File: src/rtl/i2c_master_arbiter.sv
// Round-robin arbiter/sequencer sharing one i2c_master among NREQ requesters; gnt one cycle after req is seen, done one cycle after the master returns to idle past stop.
// Requests are only sampled in ARB_IDLE and waiting ones simply hold req; I2C_ARB_TIMEOUT_EN adds a watchdog that force-completes with err.
module i2c_master_arbiter #(
    parameter int         NREQ    = 4,
    parameter logic [7:0] TIMEOUT = 8'd255
) (
    input  logic                clk1,
    input  logic                rst,
    input  logic [NREQ-1:0]     req,
    input  logic [NREQ-1:0]     req_rw,
    input  logic [7*NREQ-1:0]   req_addr,
    input  logic [8*NREQ-1:0]   req_wdata,
    output logic [NREQ-1:0]     gnt,
    output logic [NREQ-1:0]     done,
    output logic [NREQ-1:0]     err,
    output logic [7:0]          rdata,
    output logic                busy,
    output logic                m_send_en,
    output logic                m_read,
    output logic                m_read_data,
    output logic [6:0]          m_addr,
    output logic [7:0]          m_wdata,
    input  logic [2:0]          m_state,
    input  logic                m_error,
    input  logic [7:0]          m_rdata
);
    localparam int IW = (NREQ > 1) ? $clog2(NREQ) : 1;
    localparam logic [2:0] M_IDLE = 3'd0;
    localparam logic [2:0] M_STOP = 3'd5;

    typedef enum logic [1:0] {ARB_IDLE, ARB_LAUNCH, ARB_WAIT, ARB_REPORT} arb_state_t;

    arb_state_t        state_q, state_d;
    logic [IW-1:0]     last_q, last_d;
    logic [IW-1:0]     idx_q, idx_d;
    logic              rw_q, rw_d;
    logic [6:0]        addr_q, addr_d;
    logic [7:0]        wdata_q, wdata_d;
    logic [NREQ-1:0]   gnt_q, gnt_d;
    logic [NREQ-1:0]   done_q, done_d;
    logic [NREQ-1:0]   err_q, err_d;
    logic [7:0]        rdata_q, rdata_d;
    logic              busy_q, busy_d;
    logic              send_q, send_d;
    logic              read_q, read_d;
    logic              rdir_q, rdir_d;
    logic              err_flag_q, err_flag_d;
    logic              seen_stop_q, seen_stop_d;

    logic [6:0]        addr_arr  [NREQ];
    logic [7:0]        wdata_arr [NREQ];
    logic              sel_vld;
    logic [IW-1:0]     sel_idx;
    logic [NREQ-1:0]   sel_oh, idx_oh;

    for (genvar g = 0; g < NREQ; g++) begin : g_unpack
        assign addr_arr[g]  = req_addr[7*g+6:7*g];
        assign wdata_arr[g] = req_wdata[8*g+7:8*g];
    end

    assign sel_oh = NREQ'(1) << sel_idx;
    assign idx_oh = NREQ'(1) << idx_q;

    // Search starts just past the last served requester, so nobody is served twice before the rest.
    always_comb begin
        int            j;
        logic [IW-1:0] cand;
        j       = 0;
        cand    = '0;
        sel_vld = 1'b0;
        sel_idx = last_q;
        for (int k = 1; k <= NREQ; k++) begin
            j = int'(last_q) + k;
            if (j >= NREQ) j = j - NREQ;
            cand = IW'(j);
            if (!sel_vld && req[cand]) begin
                sel_vld = 1'b1;
                sel_idx = cand;
            end
        end
    end

`ifdef I2C_ARB_TIMEOUT_EN
    logic [7:0] cnt_q, cnt_d;
`else
    logic unused_timeout;
    assign unused_timeout = ^TIMEOUT;
`endif

    always_comb begin
        state_d     = state_q;
        last_d      = last_q;
        idx_d       = idx_q;
        rw_d        = rw_q;
        addr_d      = addr_q;
        wdata_d     = wdata_q;
        gnt_d       = gnt_q;
        done_d      = '0;
        err_d       = '0;
        rdata_d     = rdata_q;
        busy_d      = busy_q;
        send_d      = 1'b0;
        read_d      = 1'b0;
        rdir_d      = rdir_q;
        err_flag_d  = err_flag_q;
        seen_stop_d = seen_stop_q;
        case (state_q)
            ARB_IDLE: begin
                if (sel_vld) begin
                    state_d = ARB_LAUNCH;
                    idx_d   = sel_idx;
                    rw_d    = req_rw[sel_idx];
                    addr_d  = addr_arr[sel_idx];
                    wdata_d = wdata_arr[sel_idx];
                    gnt_d   = sel_oh;
                    busy_d  = 1'b1;
                    rdir_d  = req_rw[sel_idx];
                    read_d  = req_rw[sel_idx];
                    send_d  = ~req_rw[sel_idx];
                end
            end
            ARB_LAUNCH: begin
                // Exactly one strobe stays high until the master leaves idle.
                if (m_state != M_IDLE) begin
                    state_d = ARB_WAIT;
                end else begin
                    read_d = rw_q;
                    send_d = ~rw_q;
                end
            end
            ARB_WAIT: begin
                err_flag_d = err_flag_q | m_error;
                if (m_state == M_STOP) seen_stop_d = 1'b1;
                if (m_state == M_IDLE && seen_stop_q) begin
                    state_d = ARB_REPORT;
                    done_d  = idx_oh;
                    err_d   = (err_flag_q | m_error) ? idx_oh : '0;
                    if (rw_q) rdata_d = m_rdata;
                end
            end
            ARB_REPORT: begin
                state_d     = ARB_IDLE;
                last_d      = idx_q;
                err_flag_d  = 1'b0;
                seen_stop_d = 1'b0;
                gnt_d       = '0;
                busy_d      = 1'b0;
                rdir_d      = 1'b0;
            end
            default: state_d = ARB_IDLE;
        endcase

`ifdef I2C_ARB_TIMEOUT_EN
        cnt_d = '0;
        if (state_q == ARB_LAUNCH || state_q == ARB_WAIT) begin
            if (cnt_q == TIMEOUT) begin
                state_d = ARB_REPORT;
                send_d  = 1'b0;
                read_d  = 1'b0;
                done_d  = idx_oh;
                err_d   = idx_oh;
                rdata_d = rdata_q;
            end else begin
                cnt_d = cnt_q + 8'd1;
            end
        end
`endif
    end

    always_ff @(posedge clk1) begin
        if (!rst) begin
            state_q     <= ARB_IDLE;
            last_q      <= IW'(NREQ-1);
            idx_q       <= '0;
            rw_q        <= 1'b0;
            addr_q      <= '0;
            wdata_q     <= '0;
            gnt_q       <= '0;
            done_q      <= '0;
            err_q       <= '0;
            rdata_q     <= '0;
            busy_q      <= 1'b0;
            send_q      <= 1'b0;
            read_q      <= 1'b0;
            rdir_q      <= 1'b0;
            err_flag_q  <= 1'b0;
            seen_stop_q <= 1'b0;
        end else begin
            state_q     <= state_d;
            last_q      <= last_d;
            idx_q       <= idx_d;
            rw_q        <= rw_d;
            addr_q      <= addr_d;
            wdata_q     <= wdata_d;
            gnt_q       <= gnt_d;
            done_q      <= done_d;
            err_q       <= err_d;
            rdata_q     <= rdata_d;
            busy_q      <= busy_d;
            send_q      <= send_d;
            read_q      <= read_d;
            rdir_q      <= rdir_d;
            err_flag_q  <= err_flag_d;
            seen_stop_q <= seen_stop_d;
        end
    end

`ifdef I2C_ARB_TIMEOUT_EN
    always_ff @(posedge clk1) begin
        if (!rst) cnt_q <= '0;
        else      cnt_q <= cnt_d;
    end
`endif

    assign gnt         = gnt_q;
    assign done        = done_q;
    assign err         = err_q;
    assign rdata       = rdata_q;
    assign busy        = busy_q;
    assign m_send_en   = send_q;
    assign m_read      = read_q;
    assign m_read_data = rdir_q;
    assign m_addr      = addr_q;
    assign m_wdata     = wdata_q;
endmodule

File: config.mk
export PLATFORM = sky130hd
export DESIGN_NAME = i2c_master_arbiter
export DESIGN_NICKNAME = d
export VERILOG_FILES = /design/src/rtl/i2c_master_arbiter.sv
export SDC_FILE = /design/constraint.sdc
export NUM_CORES = 1
export LEC_CHECK = 0
export BUFFER_PORTS_ARGS = -buffer_cell sky130_fd_sc_hd__buf_4
export CAP_MARGIN = 20
export CORE_ASPECT_RATIO = 0.6
export CORE_MARGIN = 3
export CORE_UTILIZATION = 49
export CTS_CLUSTER_SIZE = 30
export DETAILED_ROUTE_END_ITERATION = 10
export PLACE_DENSITY = 0.84
export SYNTH_ARGS = -nofsm -noshare
export SYNTH_HDL_FRONTEND = slang
export SYNTH_SLANG_ARGS = --single-unit
File: constraint.sdc
create_clock -name clk1 -period 4.7 [get_ports clk1]
set_input_delay 0.47 -clock clk1 [delete_from_list [all_inputs] [get_ports clk1]]
set_output_delay 0.47 -clock clk1 [all_outputs]
set_load 0.1 [all_outputs]
== After elaboration in Yosys (flattened, before gate mapping) ==
Cells that the tools add are included.

* Flip-flop bits (word level): 48
* Bits of input ports: 82
* Output and inout bits: 39
* Word-level logic and storage cells: 114

* $add $sub $neg: 8
* Order comparisons: 10
* Eq/ne operators: 8
* Shift operators: 2
* Mux-type cells: 47
* Bitwise logic cells: 4
* Reduce and logical (&&, ||, !) cells: 19

{| class="wikitable"
|+ Operator list
! operator !! number
|-
| $mux 2 || 11
|-
| $bmux 8 s2 || 1
|-
| $mux 1 || 16
|-
| $mux 8 || 2
|-
| $lt 2x3->1 const B || 5
|-
| $bmux 7 s2 || 1
|-
| $mux 7 || 2
|-
| $ge 3x3->1 const B || 4
|-
| $pmux 1 s2 || 6
|-
| $bmux 1 s2 || 5
|-
| $reduce_and 3->1 || 3
|-
| $ne 2x2->1 const B || 4
|-
| $pmux 2 s4 || 1
|-
| $pmux 4 s2 || 1
|-
| $shl 1x2->4 const A || 2
|-
| $sub 2x1->2 const B || 4
|-
| $add 2x2->3 const B || 2
|-
| $reduce_and 2->1 || 3
|-
| $add 2x3->4 const B || 1
|-
| $eq 2x2->1 const B || 2
|-
| $ge 4x3->1 const B || 1
|-
| $logic_and 1x1->1 || 4
|-
| $mux 4 || 1
|-
| $reduce_and 4->1 || 1
|-
| 11 further kinds || 15
|}

== Logic depth before layout (Yosys ltp) ==
Gate-level depths: netlist of the first run.

* Depth in word-level cells: 20
* Depth in mapped cells: 9
* Gate-level depth less buffers: 7

== Worst setup path after synthesis of the first run ==
OpenSTA, ideal clock, no wires.

* Path kind: reg2reg
* From: register last_q[0]
* To: register addr_q[3], in the netlist m_addr[3]
* Setup time: 0.117 ns
* Arrival time: 1.610 ns
* Required time: 4.583 ns
* Path slack: 2.973 ns
* Cell stages (with the launch flop): 9
* Buffers on the path: 2
* Clock period less this slack: 1.727 ns
* Path through: dfxtp_1 buf_4 nand2b_4 a22o_1 a22o_4 buf_8 a221oi_2 o21ai_1 o211a_1

* Word-level cells in the longest chain between the ends: 19
* Elaborated cells on any way between the ends: 43
* Classes of those cells: add/sub: 8; order compare: 4; mux: 23; bitwise: 1; reduce/logical: 7

{| class="wikitable"
|+ Ends and longest elaborated chain
! what !! RTL line !! text
|-
| start, declared || 34 || <nowiki>logic [IW-1:0] last_q, last_d;</nowiki>
|-
| start signal, assigned || 173 || <nowiki>last_q <= IW'(NREQ-1);</nowiki>
|-
| start signal, assigned || 190 || <nowiki>last_q <= last_d;</nowiki>
|-
| $add 2x1->3 || 73 || <nowiki>j = int'(last_q) + k;</nowiki>
|-
| $ge 3x3->1 or $sub 2x1->2 (tied branches) || 74 || <nowiki>if (j >= NREQ) j = j - NREQ;</nowiki>
|-
| $mux 2 || 74 ||
|-
| $bmux 1 s2 || 76 || <nowiki>if (!sel_vld && req[cand]) begin</nowiki>
|-
| $mux 1 (not written as such) || 76 ||
|-
| $mux 1 || 76 ||
|-
| $logic_not 1->1 || 76 ||
|-
| $logic_and 1x1->1 || 76 ||
|-
| (+2 left out) || -- ||
|-
| $logic_and 1x1->1 || 76 ||
|-
| $mux 1 || 76 ||
|-
| $logic_not 1->1 || 76 ||
|-
| $logic_and 1x1->1 || 76 ||
|-
| $mux 2 || 76 ||
|-
| $not 2->3 (not written as such) || 113 || <nowiki>addr_d = addr_arr[sel_idx];</nowiki>
|-
| $bmux 7 s2 || 113 ||
|-
| $mux 7 (not written as such) (2 in series) || 113 ||
|-
| end signal, assigned || 193 || <nowiki>addr_q <= addr_d;</nowiki>
|-
| end, declared || 37 || <nowiki>logic [6:0] addr_q, addr_d;</nowiki>
|}

Parallel ways exist; a longest one is shown, timed or not. The select of a mux whose other input is x is not followed.
A chain may end at the register's enable or synchronous reset.

== Worst setup path after layout of the first run ==
* From: register last_q[0]
* To: register send_q, in the netlist m_send_en

* Word-level cells in the longest chain between the ends: 20
* Elaborated cells on any way between the ends: 43
* Classes of those cells: add/sub: 8; order compare: 4; mux: 24; bitwise: 1; reduce/logical: 6

{| class="wikitable"
|+ Ends and longest elaborated chain
! what !! RTL line !! text
|-
| $add 2x1->3 || 73 ||
|-
| $ge 3x3->1 or $sub 2x1->2 (tied branches) || 74 ||
|-
| $mux 2 || 74 ||
|-
| $bmux 1 s2 || 76 ||
|-
| $mux 1 (not written as such) || 76 ||
|-
| $mux 1 || 76 ||
|-
| $logic_not 1->1 || 76 ||
|-
| $logic_and 1x1->1 || 76 ||
|-
| (+4 left out) || -- ||
|-
| $logic_not 1->1 || 76 ||
|-
| $logic_and 1x1->1 || 76 ||
|-
| $mux 2 || 76 ||
|-
| $bmux 1 s2 || 119 || <nowiki>send_d = ~req_rw[sel_idx];</nowiki>
|-
| $mux 1 (not written as such) || 119 ||
|-
| $not 1->1 || 119 ||
|-
| $mux 1 * || 109 || <nowiki>if (sel_vld) begin</nowiki>
|-
| $pmux 1 s2 * || 107 || <nowiki>case (state_q)</nowiki>
|-
| end signal, assigned || 200 || <nowiki>send_q <= send_d;</nowiki>
|-
| end, declared || 44 || <nowiki>logic send_q, send_d;</nowiki>
|}

Mark *: on every way between the ends. The rest lies on a longest branch, timed or not. The select of a mux whose other input is x is not followed.

==> impl_metrics.tcl, run 1 <==
set metrics [dict create \
    final_cells 417 \
    run_status "finished clean" \
    numCtsBuffers 5 \
    finalHoldViolCount 0 \
    ys_types 44 \
    ys_top_cells_by_area "dfxtp_1 41%, mux2i_1 11%, o211a_1 6.4%, a221oi_2 5.7%, nor2_1 4.8%" \
    rows 18 \
    io_buffers 120 \
    antenna_left 0 \
    clk_pin_slew_ns 0.09 \
    synth_common_cells "48 x dfxtp_1, 30 x nor2_1, 27 x mux2i_1" \
    die_w_um 95.6 \
    track_usage 0.224 \
    cts_tree "done" \
    switchingPower_mw 1.05 \
    diodes 0 \
    routedWlPerCell_um 15.8 \
    p_leak_nw 1.65 \
    nNetsFinal 442 \
    worstSetupPathType "flop to flop" \
    drive_gt1_frac 0.406 \
    ys_ff_latch 48 \
    syn_nets 331 \
    pin_count 121 \
    synth_cells 245 \
    ys_warn_count 0 \
    place_hpwl_mm 4.95 \
    finalSetupViolCount 0 \
    clkLatencyLatePin_ns 0.30 \
    synth-edff-count 0 \
    slowest_delay_ns 0.98 \
    hp-class "input port to flop" \
    globalRouteOverflowTotal 0 \
    end_kind "flop" \
    syn_avg_cell_area_sq_um 9.64 \
    yosysMostFrequentCell "dfxtp_1" \
    h-tree-depth 2 \
    rrSetupSlack_ns 2.12 \
    clockRootBuffer "clkbuf_8" \
    skew_ns 0.00640 \
    synth_top_area_share 0.407 \
    fin_tns_setup_ns 0 \
    crit_chain "nand2b_4 -> o21ai_0 -> a211oi_4 -> mux2_2 -> a31o_1" \
    detailroute.via_count 2322 \
    period_needed_ns 2.58 \
    cts.sinks 48 \
    core-area_sq_um 4370 \
    grt_pass1_wl_mm 9.92 \
    ir_drop_uv 504 \
    max_freq_mhz 388 \
    syn_to_final_growth_pct 42.6 \
    vias_per_cell 5.57 \
    comb_power_share 0.571 \
    cts_setup_buffers 0 \
    place_congestion 0.806 \
    finalPower_mw 2.04 \
    min_period_over_period 0.548 \
    p_int_mw 0.990 \
    drv_slew 0 \
    dp_cells 409 \
    drtPass1Iterations 4 \
    cp-start-kind "flop" \
    clk_path_buf_depth 2 \
    max_cap_violations 0 \
    synthFlopType "dfxtp_1" \
    rsz0062_at_grt "no" \
    drc_errors 0 \
    fillers 317 \
    p_per_area_nw_per_um2 607 \
    cts_resized 0 \
    power_frac_seq 0.280 \
    clkPwrFrac 0.149 \
    async_flop_share 0 \
    crit_required_ns 4.90 \
    fp.dieArea_sq_um 5710 \
    worstPathArrival_ns 2.78 \
    yosysTopAreaCell "dfxtp_1" \
    p_sw_frac 0.515 \
    grt_max_degree 25 \
    worstPathMaxFanout 17 \
    start_util 0.540 \
    drt_iter0_markers 91 \
    synth_seq_area_share 0.407 \
    worstMarginPinSlew_ns 1.12 \
    first_global_vias 2090 \
    syn_area_sq_um 2360 \
    slew_headroom 0.249 \
    wl_mm 6.59 \
    die_height_um 59.8 \
    slowest_stage "a211oi_4" \
    cts_hold_buf 0 \
    antenna_found_initial 0 \
]
-- power by group through the flow --
stage / clock, mW / combinational, mW / sequential (mW)
2_1_floorplan: 0 / 0.415 / 1.06
3_3_place_gp: 0 / 1.15 / 0.573
3_5_place_dp: 0 / 1.17 / 0.578
4_1_cts: 0.307 / 1.17 / 0.569
5_1_grt: 0.325 / 1.24 / 0.583
6_report: 0.304 / 1.17 / 0.571
-- cell type report --
class	instances	area [sq um]	share of cell area
Clock buffer	5	68.8	0.0204
Clock inverter	3	46.3	0.0137
Inverter	5	18.8	0.00557
Multi-Input combinational cell	176	1300	0.385
Sequential cell	48	961	0.285
Tap cell	60	75.1	0.0223
Timing Repair Buffer	120	901	0.268
-- metal layers --
| metal | wire [um] | vias up | GRT usage |
|---|---|---|---|
| li1 | - | 1136 | - |
| met1 | 3050 | 1065 | 0.319 |
| met2 | 2820 | 117 | 0.350 |
| met3 | 689 | 4 | 0.0616 |
| met4 | 30 | 0 | 0.0304 |
| met5 | 0 | - | 0 |
-- cells in the final DEF, fill, tap and decap left out, drive strengths merged --
master / instances
nor2: 31
clkbuf: 5
inv: 6
and2b: 1
a21oi: 8
o31ai: 1
a22o: 2
a32oi: 1
a32o: 1
nand2: 17
a31o: 1
o41ai: 1
a221oi: 15
and4: 1
nand2b: 4
or2b: 1
bufinv: 1
nand3: 2
o211ai: 1
o21bai: 1
o22a: 1
mux2: 1
a21boi: 1
ha: 4
o22ai: 3
mux2i: 27
dfxtp: 48
o211a: 15
a22oi: 3
a211oi: 3
clkinvlp: 1
nand4: 1
buf: 120
o21ai: 20
nor3: 8
-- critical path: cells and delay by family (launching register included) --
family | cells | cell delay [ns]
AO/OA/AOI/OAI | 3 | 1.34
flip-flops | 1 | 0.47
multiplexers | 1 | 0.46
AND/OR/NAND/NOR | 1 | 0.20
-- registers in the layout, summed over array words and instances (netlist names), 2 cells and up --
signal / cells
err: 4
idx_q: 2
state_q: 2
last_q: 2
rdata: 8
gnt: 4
m_wdata: 8
m_addr: 7
done: 4
-- kinds of logic (layout without fill, tap and decap cells) --
family	Yosys count	after routing	share of synthesized area
AOI/OAI and AO/OA	78	78	0.279
and+or+nand+nor	66	66	0.125
DFF	48	48	0.407
muxes	28	28	0.119
buffers and inverters	21	133	0.0488
adders and majority gates	4	4	0.0212
-- final timing paths --
kind | cells past startpoint | to | start
max reg2reg | 5 | m_send_en | last_q[0]
max | 5 | m_send_en | last_q[0]
min reg2reg | 2 | gnt[3] | gnt[3]
min | 3 | rdata[3] | m_rdata[3]
-- through the flow --
step                       util  hold WS (ns)  instance area [sq um]  worst slack (ns)
after floorplan               -         0.468                   2360              2.97
final                     0.771         0.402                   3370              2.12
after CTS                 0.771         0.399                   3370              2.14
after global placement    0.744         0.446                   3250              2.12
after detailed placement  0.744         0.456                   3250              2.08
after global routing      0.771         0.414                   3370              2.01
(Power assumes the default switching activity.)
==> run 2: changes to the inputs <==
--- a/config.mk
+++ b/config.mk
@@ -5,14 +5,15 @@
 export SDC_FILE = /design/constraint.sdc
 export NUM_CORES = 1
 export LEC_CHECK = 0
+export ABC_AREA = 1
 export BUFFER_PORTS_ARGS = -buffer_cell sky130_fd_sc_hd__buf_4
 export CAP_MARGIN = 20
 export CORE_ASPECT_RATIO = 0.6
 export CORE_MARGIN = 3
-export CORE_UTILIZATION = 49
+export CORE_UTILIZATION = 44
 export CTS_CLUSTER_SIZE = 30
 export DETAILED_ROUTE_END_ITERATION = 10
-export PLACE_DENSITY = 0.84
+export PLACE_DENSITY = 0.76
 export SYNTH_ARGS = -nofsm -noshare
 export SYNTH_HDL_FRONTEND = slang
 export SYNTH_SLANG_ARGS = --single-unit
==> constraint.sdc (replaced) <==
create_clock -name clk1 -period 2.35 [get_ports clk1]
set_input_delay 0.235 -clock clk1 [delete_from_list [all_inputs] [get_ports clk1]]
set_output_delay 0.235 -clock clk1 [all_outputs]
set_load 0.1 [all_outputs]
==> run 2 against run 1 <==
Register-to-register slack lost 1.8 ns. Final area grew 16%. Sequential power up 100%. Hold slack worse by 0.25 ns. Setup slack got worse by 1.8 ns. Fmax grew 26%. Core utilization shrank 15 points. Synthesized cell count is 80% higher. Sequential share of layout area decreased by 3.9 points. Critical path type unchanged. Critical endpoint is now m_wdata[2]. Highest routed layer unchanged.
==> impl_metrics.tcl, run 2 <==
set metrics [dict create \
    worstMarginPinSlew_ns 0.504 \
    rr_worst_depth 16 \
    rsz0062_at_grt "no" \
    detailroute.via_count 2966 \
    r2r_start "last_q[1]" \
    worstPathMaxFanout 35 \
    finalPower_mw 5.35 \
    pin_count 121 \
    cp-start-kind "flop" \
    drtPass1Iterations 4 \
    ir_drop_uv 517 \
    crit_required_ns 2.60 \
    synth_cells 440 \
    synth_seq_area_share 0.330 \
    routedWlPerCell_um 11.9 \
    drv_slew 0 \
    clk_path_buf_depth 2 \
    antenna_found_initial 0 \
    cts_setup_buffers 0 \
    synthFlopType "dfxtp_1" \
    ys_top_cells_by_area "dfxtp_1 33%, nand2_1 21%, nor2_1 6.3%, nand3_1 4.8%, nand2_2 4.5%" \
    cts.sinks 48 \
    grt_pass1_wl_mm 12.2 \
    rows 22 \
    worstSetupPathType "flop to flop" \
    min-delay-start "m_rdata[3]" \
    h-tree-depth 2 \
    globalRouteOverflowTotal 0 \
    fin_tns_setup_ns 0 \
    finalSetupViolCount 0 \
    drc_errors 0 \
    synth_common_cells "166 x nand2_1, 49 x nor2_1, 48 x dfxtp_1" \
    die_w_um 111 \
    syn_avg_cell_area_sq_um 6.61 \
    final_util 0.624 \
    most-common-layout-cells "166 x nand2_1, 122 x buf_4, 49 x nor2_1, 48 x dfxtp_1, 32 x inv_1" \
    cts_tree "done" \
    core-area_sq_um 6250 \
    p_leak_nw 2.14 \
    async_flop_share 0 \
    wl_met1_mm 3.67 \
    hp-class "input port to flop" \
    drive_gt1_frac 0.327 \
    layout_commonest_cell "nand2_1" \
    start_util 0.466 \
    yosysTopAreaCell "dfxtp_1" \
    track_usage 0.194 \
    end_kind "flop" \
    max_freq_mhz 489 \
    slowest_delay_ns 0.44 \
    fp.dieArea_sq_um 7660 \
    max_cap_violations 0 \
    run_status "finished clean" \
    clk_pin_slew_ns 0.09 \
    skew_ns 0.00849 \
    wl_mm 7.59 \
    syn_nets 526 \
    min_period_over_period 0.871 \
    nNetsFinal 639 \
    drt_iter0_markers 103 \
    ys_ff_latch 48 \
    clockRootBuffer "clkbuf_8" \
    cts_resized 0 \
    clkLatencyLatePin_ns 0.30 \
    antenna_left 0 \
    fillers 599 \
    synth-edff-count 0 \
    slew_headroom 0.663 \
    first_global_vias 2678 \
    finalHoldViolCount 0 \
    synth_top_area_share 0.330 \
    crit_chain "inv_2 -> nand2_2 -> nand2_4 -> nand2_4 -> nand2_4 -> inv_6 -> nand2_2 -> nand2_4 -> nand2_8 -> inv_6 -> nand2_1 -> nand2_1 -> nand2_1 -> nand3_1 -> nand2_1 -> inv_1" \
    hold_end "rdata[3]" \
    period_needed_ns 2.05 \
    syn_area_sq_um 2910 \
    slowest_stage "dfxtp_1" \
    multiInputGateArea_sq_um 1640 \
    worstPathArrival_ns 2.30 \
    route.met3.wl_um 688 \
    place_congestion 0.828 \
    io_buffers 120 \
    rrSetupSlack_ns 0.30 \
    r2r-end "m_wdata[2]" \
    syn_to_final_growth_pct 34.1 \
    highest_layer "met4" \
    route.met2.wl_mm 3.17 \
    die_height_um 69.0 \
    cts_hold_buf 0 \
    yosysMostFrequentCell "nand2_1" \
    ys_warn_count 0 \
    ys_types 32 \
    diodes 0 \
    numCtsBuffers 5 \
    grt_max_degree 36 \
    layout.area.seq_sq_um 961 \
    p_per_area_nw_per_um2 1370 \
    holdPathStages 3 \
    vias_per_cell 4.65 \
    place_hpwl_mm 5.78 \
]
run 2: report_power, final:
group	total, mW	switching [mW]	internal, mW
Combinational	3.58	2.64	0.935
Clock	0.617	0.297	0.321
Sequential	1.16	0.135	1.02
Total	5.35	3.07	2.28
run 2: per-stage QoR:
| stage | area [sq um] | setup WS [ns] | instances | hold slack (ns) |
|---|---|---|---|---|
| 2_1_floorplan | 2910 | 0.694 | 440 | 0.370 |
| 3_3_place_gp | 3780 | 0.388 | 630 | 0.455 |
| 3_5_place_dp | 3780 | 0.307 | 630 | 0.463 |
| 4_1_cts | 3900 | 0.286 | 638 | 0.155 |
| 5_1_grt | 3900 | 0.0989 | 638 | 0.171 |
| 6_report | 3900 | 0.304 | 638 | 0.152 |
run 2: logic make-up after synthesis:
logic type / share of synthesized area
AND/OR/NAND/NOR: 0.475
buffers and inverters: 0.105
flip-flops: 0.330
AO/OA/AOI/OAI: 0.0718
adder cells (fa/ha/maj): 0.0172
run 2: worst max-delay path by stage:
| stage | start | to | slack [ns] |
|---|---|---|---|
| floorplan | last_q[0] | m_wdata[2] | 0.69 |
| global placement | last_q[0] | m_wdata[2] | 0.39 |
| detailed placement | last_q[1] | m_wdata[2] | 0.31 |
| CTS | last_q[1] | m_wdata[2] | 0.29 |
| global route | last_q[1] | m_addr[1] | 0.1 |
| finish | last_q[1] | m_wdata[2] | 0.30 |
run 2: area by class of cell:
cell class / instances / share of cell area
flip-flops and latches: 48 / 0.246
multi-input cells: 337 / 0.421
clock inverters: 3 / 0.0119
well taps: 84 / 0.0269
inverters: 39 / 0.0414
clock buffers: 5 / 0.0176
repair buffers: 122 / 0.235
run 2: per-layer routing:
layer / up-vias / global-route usage
met5: - / 0
met4: 0 / 0.0492
met3: 6 / 0.0680
met2: 103 / 0.318
met1: 1266 / 0.247
li1: 1591 / -
run 2: critical path: cells and delay by family (launching register included):
| kind | cells | cell delay, ns |
|---|---|---|
| and+or+nand+nor | 12 | 1.00 |
| buffers and inverters | 4 | 0.53 |
| DFF | 1 | 0.44 |
